**config.mk**
```make
export PLATFORM = sky130hd
export DESIGN_NAME = stage1_sched
export DESIGN_NICKNAME = d
export VERILOG_FILES = /design/src/rtl/stage1_sched_pkg.sv /design/src/rtl/stage1_sched_rr_arb2.sv /design/src/rtl/stage1_sched.sv
export SDC_FILE = /design/constraint.sdc
export NUM_CORES = 1
export LEC_CHECK = 0
export ABC_AREA = 1
export CAP_MARGIN = 20
export CORE_AREA = 4 4 189 136
export CTS_CLUSTER_SIZE = 28
export DETAILED_ROUTE_END_ITERATION = 7
export DIE_AREA = 0 0 193 140
export GPL_ROUTABILITY_DRIVEN = 0
export HOLD_SLACK_MARGIN = 0.1
export PLACE_DENSITY_LB_ADDON = 0.08
export REMOVE_ABC_BUFFERS = 1
export SYNTH_ARGS = -nofsm -noshare
export SYNTH_HDL_FRONTEND = slang
export SYNTH_SLANG_ARGS = --single-unit
```
**constraint.sdc**
```tcl
create_clock -name clk -period 1.9 [get_ports clk]
set_input_delay 0.38 -clock clk [delete_from_list [all_inputs] [get_ports clk]]
set_output_delay 0.38 -clock clk [all_outputs]
set_load 0.02 [all_outputs]
```
**src/rtl/stage1_sched_pkg.sv**
```systemverilog
// Shared stage-1 definitions: scheduler state encoding and default hazard gap.
package stage1_sched_pkg;

    typedef enum logic [1:0] {
        S_IDLE  = 2'd0,
        S_GAP   = 2'd1,
        S_CLEAR = 2'd2
    } state_e;

    localparam int GAP_DEFAULT = 2;

endpackage

```
**src/rtl/stage1_sched_rr_arb2.sv**
```systemverilog
// Two-requester round-robin arbiter; requester A wins ties after reset.
module rr_arb2 (
    input  logic clk,
    input  logic rst,
    input  logic en_i,
    input  logic req_a_i,
    input  logic req_b_i,
    output logic gnt_a_o,
    output logic gnt_b_o
);

    logic prio_b_q, prio_b_d;

    always_comb begin
        gnt_a_o  = 1'b0;
        gnt_b_o  = 1'b0;
        prio_b_d = prio_b_q;
        if (en_i) begin
            if (req_a_i && (!req_b_i || !prio_b_q)) begin
                gnt_a_o = 1'b1;
            end else if (req_b_i) begin
                gnt_b_o = 1'b1;
            end
        end
        // The requester just served drops to lowest priority.
        if (gnt_a_o) begin
            prio_b_d = 1'b1;
        end else if (gnt_b_o) begin
            prio_b_d = 1'b0;
        end
    end

    always_ff @(posedge clk or negedge rst) begin
        if (!rst) begin
            prio_b_q <= 1'b0;
        end else begin
            prio_b_q <= prio_b_d;
        end
    end

endmodule

```
**src/rtl/stage1_sched.sv**
```systemverilog
// Stage-1 request scheduler: arbitrates insert/search issue into the sketch hash
// datapath, enforces the insert RMW gap, and sweeps both sketch RAMs to zero on clear.
module stage1_sched
    import stage1_sched_pkg::*;
#(
    parameter int HW  = 10,
    parameter int DW  = 64,
    parameter int GAP = GAP_DEFAULT
) (
    input  logic          clk,
    input  logic          rst,
    input  logic          ins_valid_i,
    input  logic [DW-1:0] ins_data_i,
    output logic          ins_ready_o,
    input  logic          srch_valid_i,
    input  logic [DW-1:0] srch_data_i,
    output logic          srch_ready_o,
    input  logic          clr_i,
    output logic          busy_o,
    output logic          clr_done_o,
    output logic          s1_insert_o,
    output logic [DW-1:0] s1_insert_data_o,
    output logic          s1_search_o,
    output logic [DW-1:0] s1_search_data_o,
    input  logic [DW-1:0] s1_search_freq_i,
    output logic          resp_valid_o,
    output logic [DW-1:0] resp_freq_o,
    output logic          clr_we_o,
    output logic [HW-1:0] clr_addr_o,
    output state_e        state_o
);

    localparam int          CW       = (GAP > 1) ? $clog2(GAP) : 1;
    localparam logic [HW-1:0] ADDR_MAX = {HW{1'b1}};

    state_e          state_q, state_d;
    logic [CW-1:0]   gap_cnt_q, gap_cnt_d;
    logic            clr_pend_q, clr_pend_d;
    logic [HW-1:0]   clr_addr_q, clr_addr_d;
    logic            clr_done_q, clr_done_d;
    logic            ins_q, ins_d;
    logic [DW-1:0]   ins_data_q, ins_data_d;
    logic            srch_q, srch_d;
    logic [DW-1:0]   srch_data_q, srch_data_d;
    logic            srch_pipe_q, srch_pipe_d;
    logic            resp_valid_q, resp_valid_d;
    logic [DW-1:0]   resp_freq_q, resp_freq_d;

    logic arb_en;
    logic gnt_ins, gnt_srch;

    // Handshake: a request transfers in a cycle where its valid and ready are both
    // high; ready is only raised for the single granted requester, in IDLE, with no clear.
    assign arb_en = (state_q == S_IDLE) && !clr_i && !clr_pend_q;

    rr_arb2 u_arb (
        .clk     (clk),
        .rst     (rst),
        .en_i    (arb_en),
        .req_a_i (ins_valid_i),
        .req_b_i (srch_valid_i),
        .gnt_a_o (gnt_ins),
        .gnt_b_o (gnt_srch)
    );

    always_comb begin
        state_d      = state_q;
        gap_cnt_d    = gap_cnt_q;
        clr_pend_d   = clr_pend_q;
        clr_addr_d   = clr_addr_q;
        clr_done_d   = 1'b0;
        ins_d        = gnt_ins;
        ins_data_d   = gnt_ins ? ins_data_i : ins_data_q;
        srch_d       = gnt_srch;
        srch_data_d  = gnt_srch ? srch_data_i : srch_data_q;
        // Search responses drain regardless of state, so they always return in order.
        srch_pipe_d  = srch_q;
        resp_valid_d = srch_pipe_q;
        resp_freq_d  = srch_pipe_q ? s1_search_freq_i : resp_freq_q;

        case (state_q)
            S_IDLE: begin
                if (clr_i || clr_pend_q) begin
                    state_d    = S_CLEAR;
                    clr_pend_d = 1'b0;
                    clr_addr_d = '0;
                end else if (gnt_ins && (GAP > 0)) begin
                    state_d   = S_GAP;
                    gap_cnt_d = CW'(GAP - 1);
                end
            end
            S_GAP: begin
                if (clr_i) begin
                    clr_pend_d = 1'b1;
                end
                if (gap_cnt_q == '0) begin
                    if (clr_pend_q || clr_i) begin
                        state_d    = S_CLEAR;
                        clr_pend_d = 1'b0;
                        clr_addr_d = '0;
                    end else begin
                        state_d = S_IDLE;
                    end
                end else begin
                    gap_cnt_d = gap_cnt_q - 1'b1;
                end
            end
            S_CLEAR: begin
                if (clr_addr_q == ADDR_MAX) begin
                    state_d    = S_IDLE;
                    clr_addr_d = '0;
                    clr_done_d = 1'b1;
                end else begin
                    clr_addr_d = clr_addr_q + 1'b1;
                end
            end
            default: state_d = S_IDLE;
        endcase
    end

    always_ff @(posedge clk or negedge rst) begin
        if (!rst) begin
            state_q      <= S_IDLE;
            gap_cnt_q    <= '0;
            clr_pend_q   <= 1'b0;
            clr_addr_q   <= '0;
            clr_done_q   <= 1'b0;
            ins_q        <= 1'b0;
            ins_data_q   <= '0;
            srch_q       <= 1'b0;
            srch_data_q  <= '0;
            srch_pipe_q  <= 1'b0;
            resp_valid_q <= 1'b0;
            resp_freq_q  <= '0;
        end else begin
            state_q      <= state_d;
            gap_cnt_q    <= gap_cnt_d;
            clr_pend_q   <= clr_pend_d;
            clr_addr_q   <= clr_addr_d;
            clr_done_q   <= clr_done_d;
            ins_q        <= ins_d;
            ins_data_q   <= ins_data_d;
            srch_q       <= srch_d;
            srch_data_q  <= srch_data_d;
            srch_pipe_q  <= srch_pipe_d;
            resp_valid_q <= resp_valid_d;
            resp_freq_q  <= resp_freq_d;
        end
    end

    assign ins_ready_o      = gnt_ins;
    assign srch_ready_o     = gnt_srch;
    assign busy_o           = (state_q == S_GAP) || (state_q == S_CLEAR);
    assign clr_done_o       = clr_done_q;
    assign s1_insert_o      = ins_q;
    assign s1_insert_data_o = ins_data_q;
    assign s1_search_o      = srch_q;
    assign s1_search_data_o = srch_data_q;
    assign resp_valid_o     = resp_valid_q;
    assign resp_freq_o      = resp_freq_q;
    assign clr_we_o         = (state_q == S_CLEAR);
    assign clr_addr_o       = clr_addr_q;
    assign state_o          = state_q;

endmodule

```
## Word-level counts from Yosys, hierarchy flattened

Index checks and enable logic that the tools add are counted.

| word-level totals | value |
|---|---|
| logic and storage cells | 70 |
| flip-flop bits (word level) | 212 |

| cells by class | value |
|---|---|
| muxes and demuxes | 28 |
| reduce and logical (&&, ||, !) cells | 18 |
| $add $sub $neg | 2 |
| eq/ne operators | 9 |

Operators by type and width:

| operator | number |
|---|---|
| 2-to-1 mux 10 bit | 3 |
| case mux 10 bit (3 select lines) | 1 |
| 2-to-1 mux 1 bit | 16 |
| adder 10 x 1 -> 10 bit, second input constant | 1 |
| equality test 10 bit, second input constant | 1 |
| 2-to-1 mux 2 bit | 5 |
| inequality test 2 bit, second input constant | 3 |
| case mux 2 bit (3 select lines) | 1 |
| AND reduction 3 bit | 2 |
| logical NOT 1 bit | 4 |
| inequality test 2 x 1 -> 1 bit, second input constant | 2 |
| case mux 1 bit (2 select lines) | 2 |
| AND reduction 2 bit | 2 |
| nonzero test 2 bit | 2 |
| logical AND 1 bit | 3 |
| logical OR 1 bit | 3 |
| inequality test 3 x 2 -> 1 bit, second input constant | 1 |
| nonzero test 3 bit | 1 |
| equality test 2 x 1 -> 1 bit, second input constant | 1 |
| equality test 2 bit, second input constant | 1 |
| logical NOT 2 bit | 1 |
| subtractor 1 bit, second input constant | 1 |

## Logic depth before layout (Yosys ltp)

| logic depth | value |
|---|---|
| depth after elaboration | 8 |
| mapped depth | 10 |
| gate-level depth less buffers | 10 |

## Hierarchy

Synthesis repeated with hierarchy kept, for this count alone.

| unflattened totals | value |
|---|---|
| cell total of the unflattened synthesis | 675 |
| area, all modules | 8194.1 µm² |

By module, submodules not included:

| module | instances | cells each | sequential area each (µm²) | area an instance (µm²) |
|---|---|---|---|---|
| stage1_sched | 1 | 667 | 5280.1 | 8140.3 |
| rr_arb2 | 1 | 8 | 25.0 | 53.8 |

## Least setup slack after synthesis

Ideal clock, no wire load.

| path | value |
|---|---|
| path type | register -> output |
| start | register state_q[1] (netlist: state_o[1]) |
| end | output port srch_ready_o |
| data arrival time | 1330 ps |
| setup slack | 190 ps |
| cell stages (with the launch flop) | 8 |
| cell sequence | dfrtp_1 inv_1 ha_1 nand2_2 inv_2 nand3_1 inv_2 buf_2 |

| on the way | value |
|---|---|
| cells in the longest elaborated chain, start to end | 4 |

Ends and longest elaborated chain:

| element | line | text |
|---|---|---|
| start, declared | stage1_sched.sv:36 | `state_e state_q, state_d;` |
| start signal, assigned | stage1_sched.sv:136 | `state_q <= state_d;` |
| logical NOT 2 bit | stage1_sched.sv:54 | `assign arb_en = (state_q == S_IDLE) && !clr_i && !clr_pend_q;` |
| logical AND 1 bit (2 in a row) | stage1_sched.sv:54 |  |
| 2-to-1 mux 1 bit | stage1_sched_rr_arb2.sv:18 | `if (en_i) begin` |
| end, declared | stage1_sched.sv:17 | `output logic srch_ready_o,` |

No other way between the ends.

## Worst setup path in the final report

| path | value |
|---|---|
| start | register state_q[0] (netlist: state_o[0]) |
| end | output port ins_ready_o |

| on the way | value |
|---|---|
| cells in the longest elaborated chain, start to end | 4 |

Ends and longest elaborated chain:

| element | line | text |
|---|---|---|
| logical NOT 2 bit | stage1_sched.sv:54 |  |
| logical AND 1 bit (2 in a row) | stage1_sched.sv:54 |  |
| 2-to-1 mux 1 bit | stage1_sched_rr_arb2.sv:18 |  |
| end, declared | stage1_sched.sv:14 | `output logic ins_ready_o,` |

No other way between the ends.

==> metrics list <==
* Status: finished, violations left
- Violated checks: setup timing
* Clock-pin slew on the worst setup and hold paths: 60 ps
* Antenna-violating nets left: 0
- Across the VDD grid, the largest voltage drop is 0.9005 mV.
- The routed layout has 6950 vias.
* Yosys warning count: 0
* Count of pins over their slew limit: 0
* Critical Setup Path Class: flop to output pin
- Max cap viols: 0
* Buffers plus inverters on the worst setup path: 3
- Post-route cell area: 13740 um2
- Number of DRC markers after the initial detailed-route iteration: 244
* Clock Tree Root: sky130_fd_sc_hd__clkbuf_16
- The initial antenna violation count is 1.
- PwrDens: 1653 nW/um2
- Height of the die: 140 um
- Startpoint kind of the worst setup timing path: flop
- The die covers 27020 um2.
- Synthesis instantiated 24 different standard cells from the library.
- The first global-routing pass estimated about 41 mm of wire.
- Clk sink count: 212
- Most common cell type on the critical path: sky130_fd_sc_hd__buf_6
* Worst Slack Setup Final: -115.5 ps
- TritonCTS clock tree: yes
- Data required time of the critical path: 1520 ps
- Along the worst path, the maximum fanout reaches 2.
- Most common library cell in the layout ignoring fill and taps: sky130_fd_sc_hd__nand2_1
* Share of the clock period used by the worst path after layout: 106.1%
- The post-route netlist has 11.97% of its cells at a drive strength greater than 1.
- Filler cell count: about 2100
- Number of nets in the final layout: ~1400
- Average cell area after synthesis: 10.13 um2
- Data on the critical path arrives at its endpoint at between 1500 and 2000 ps.
- For this run, the slowest stage of the critical path takes 390 ps.
- Global routing used 19.50% of the available tracks.
- Synth-to-layout area growth: 67.00%
- Crit path max-delay cell type: sky130_fd_sc_hd__dfrtp_1
* Clock Skews: 11.51 ps
* Clock network latency to the later pin of the worst-skew pair: 500 ps
* Cell leakage power: 7.174 nW
- Tightest Pin Transition: 690.6 ps
- Post-synthesis cell count: 812
- The top cell types in the final layout, fill and taps aside, are 426 x sky130_fd_sc_hd__nand2_1, 302 x sky130_fd_sc_hd__clkdlybuf4s50_1, 211 x sky130_fd_sc_hd__dfrtp_1.
- Netlist area before placement: 8228 um2
- Max frequency: just under 500 MHz
- Entering global routing, the biggest net connects 67 pins.
- Number of antenna cells inserted: 0
- Port-buffer cells: slightly above 400
- Die width: 193 um
* Time the final worst path needs with I/O delays and setup: 2016 ps
- Category of the worst setup path capture point: output pin
- Detailed placement ended at an HPWL of a little over 20 mm.
* Placed Instance Area: 12880 um2
* DRC: 0
* Initial cell density of the core: around a third
- Routed wire length: approximately 27 mm
- The worst pin sits at a relative slew slack of 53.96%.
- In this run the number of H-tree levels came out at 1.
- The count of endpoints failing hold in the final timing report is 0.
- The tightest min-delay check is of the flop to flop type.
* Crit-path cells: inv_2, ha_4, nand2_4, buf_6, nor2_4, buf_6
- Using the TritonRoute via totals, the vias-per-cell ratio works out to ~4.4.
* Io pins: 409
- Setup violations remaining at the end of the flow were counted as 2.
* Setup repair after global routing missed its margin: true
- The floorplan has 48 rows.
- Counting along the longest clock path gives a buffer depth of 3.
* Crit path max-delay family: flip-flops
- First-pass iteration count of the detailed router: 4
* Post-DR wirelength/cell: 17.24 um
* Sequential area share after synthesis: 64.48%
* Synthesized flop and latch total: 212
- Before CTS, the worst setup slack after placement is -333.4 ps.
- The via count of the first global-routing pass was 7104.
- Number of buffers added by the clock tree synthesis step: 22
- Summed over all layers, the global routing overflow is 0.
- The core region is 24080 um2.
-- kinds of logic after synthesis --
kind of cell    after synthesis  synth area share [%]
mux                          64                 8.759
compound gates               13                0.8212
flops                       212                 64.48
buf+inv                      54                 3.619
simple gates                465                 21.72
fa+ha+maj                     4                0.6083
-- sequential cells by signal (all words and copies together), names as in the netlist, 2 cells and up --
register,cells
clr_addr_o,10
resp_freq_o,64
s1_insert_data_o,64
s1_search_data_o,64
state_o,2
-- final cells by class --
| class | count | area (um2) | area share, % |
|---|---|---|---|
| Multi-Input combinational cell | 546 | 2653 | 19.30 |
| Clock buffer | 34 | 656.9 | 4.781 |
| Timing Repair Buffer | 446 | 4571 | 33.26 |
| Tap cell | 325 | 406.6 | 2.959 |
| Sequential cell | 212 | 5306 | 38.62 |
| Inverter | 18 | 67.56 | 0.4917 |
| Clock inverter | 6 | 80.08 | 0.5828 |
-- worst register-to-register path, delay by kind of cell (launching register included) --
kind	cells	cell delay, ps
fa+ha+maj	1	160
buf+inv	4	650
flops	1	390
simple gates	4	450
-- timing repair --
| action | 4_1_cts | 5_1_grt |
|---|---|---|
| hold endpoints to repair | 37 | 0 |
| buffers inserted | 2 | 1 |
| cloned | 0 | 0 |
| resized for setup | 64 | 58 |
| hold buffers | 1 | 0 |
| setup endpoints to repair | 51 | 122 |
| pin swaps | 3 | 3 |
-- Yosys cell counts --
| master | count | share of area, % |
|---|---|---|
| sky130_fd_sc_hd__ha_1 | 4 | 0.61 |
| sky130_fd_sc_hd__nand3_1 | 9 | 0.55 |
| sky130_fd_sc_hd__a21oi_1 | 4 | 0.24 |
| sky130_fd_sc_hd__o21ai_1 | 2 | 0.12 |
| sky130_fd_sc_hd__o21ai_0 | 6 | 0.36 |
| sky130_fd_sc_hd__nand2_1 | 426 | 19 |
| sky130_fd_sc_hd__dfrtp_1 | 212 | 64 |
| sky130_fd_sc_hd__nor3_1 | 2 | 0.12 |
| sky130_fd_sc_hd__buf_4 | 6 | 0.55 |
| sky130_fd_sc_hd__or2_2 | 1 | 0.076 |
| sky130_fd_sc_hd__nand4_1 | 2 | 0.15 |
| sky130_fd_sc_hd__nor3b_1 | 1 | 0.091 |
| sky130_fd_sc_hd__nand3b_1 | 1 | 0.091 |
| sky130_fd_sc_hd__buf_6 | 6 | 0.82 |
| sky130_fd_sc_hd__inv_1 | 15 | 0.68 |
| sky130_fd_sc_hd__buf_2 | 22 | 1.3 |
| sky130_fd_sc_hd__inv_2 | 3 | 0.14 |
| sky130_fd_sc_hd__nand2_2 | 1 | 0.076 |
| sky130_fd_sc_hd__nor2_4 | 1 | 0.14 |
| sky130_fd_sc_hd__nor2_2 | 1 | 0.076 |
| sky130_fd_sc_hd__nor2_1 | 20 | 0.91 |
| sky130_fd_sc_hd__clkbuf_1 | 2 | 0.091 |
| sky130_fd_sc_hd__a21boi_0 | 1 | 0.091 |
| sky130_fd_sc_hd__mux2_2 | 64 | 8.8 |
-- path summary, 6_finish.rpt --
path	slack, ps	start	to	cells after the start
max	-120	state_o[0]	ins_ready_o	6
min	380	s1_search_o	resp_valid_d	0
max reg2reg	180	state_o[0]	s1_insert_data_o[22]	9
min reg2reg	380	s1_search_o	resp_valid_d	0
max in group asynchronous	870	rst	s1_insert_data_o[24]	3
min in group asynchronous	390	rst	resp_freq_o[44]	2
-- layer usage --
metal	up-vias	track usage (%)	part of all wire (%)
li1	3393	-	-
met1	3259	23.34	38
met2	253	32.71	48
met3	43	8.146	11
met4	2	4.842	2.8
met5	-	0	0.029
-- power by group --
part           total (mW)  internal (mW)  leakage (nW)  switching (mW)
Clock                4.39           2.65         0.364            1.74
Combinational        10.6           4.98          4.18            5.65
Sequential           7.70           6.61          2.62            1.10
Total                22.7           14.2          7.17            8.48
-- metrics by stage --
| step | hold slack [ps] | util [%] | setup TNS, ps | total power [mW] | cells |
|---|---|---|---|---|---|
| 2_1_floorplan | 84.41 | - | -219660 | 12.68 | 776 |
| 3_3_place_gp | 360.5 | 53.47 | -19430 | 18.77 | 1544 |
| 3_5_place_dp | 351.9 | 53.47 | -21510 | 18.87 | 1544 |
| 4_1_cts | 377.9 | 56.42 | -228.3 | 23.16 | 1587 |
| 5_1_grt | 402.2 | 57.06 | -334.5 | 24.14 | 1587 |
| 6_report | 384.8 | 57.06 | -125.2 | 22.72 | 1587 |
(Power assumes the default switching activity.)
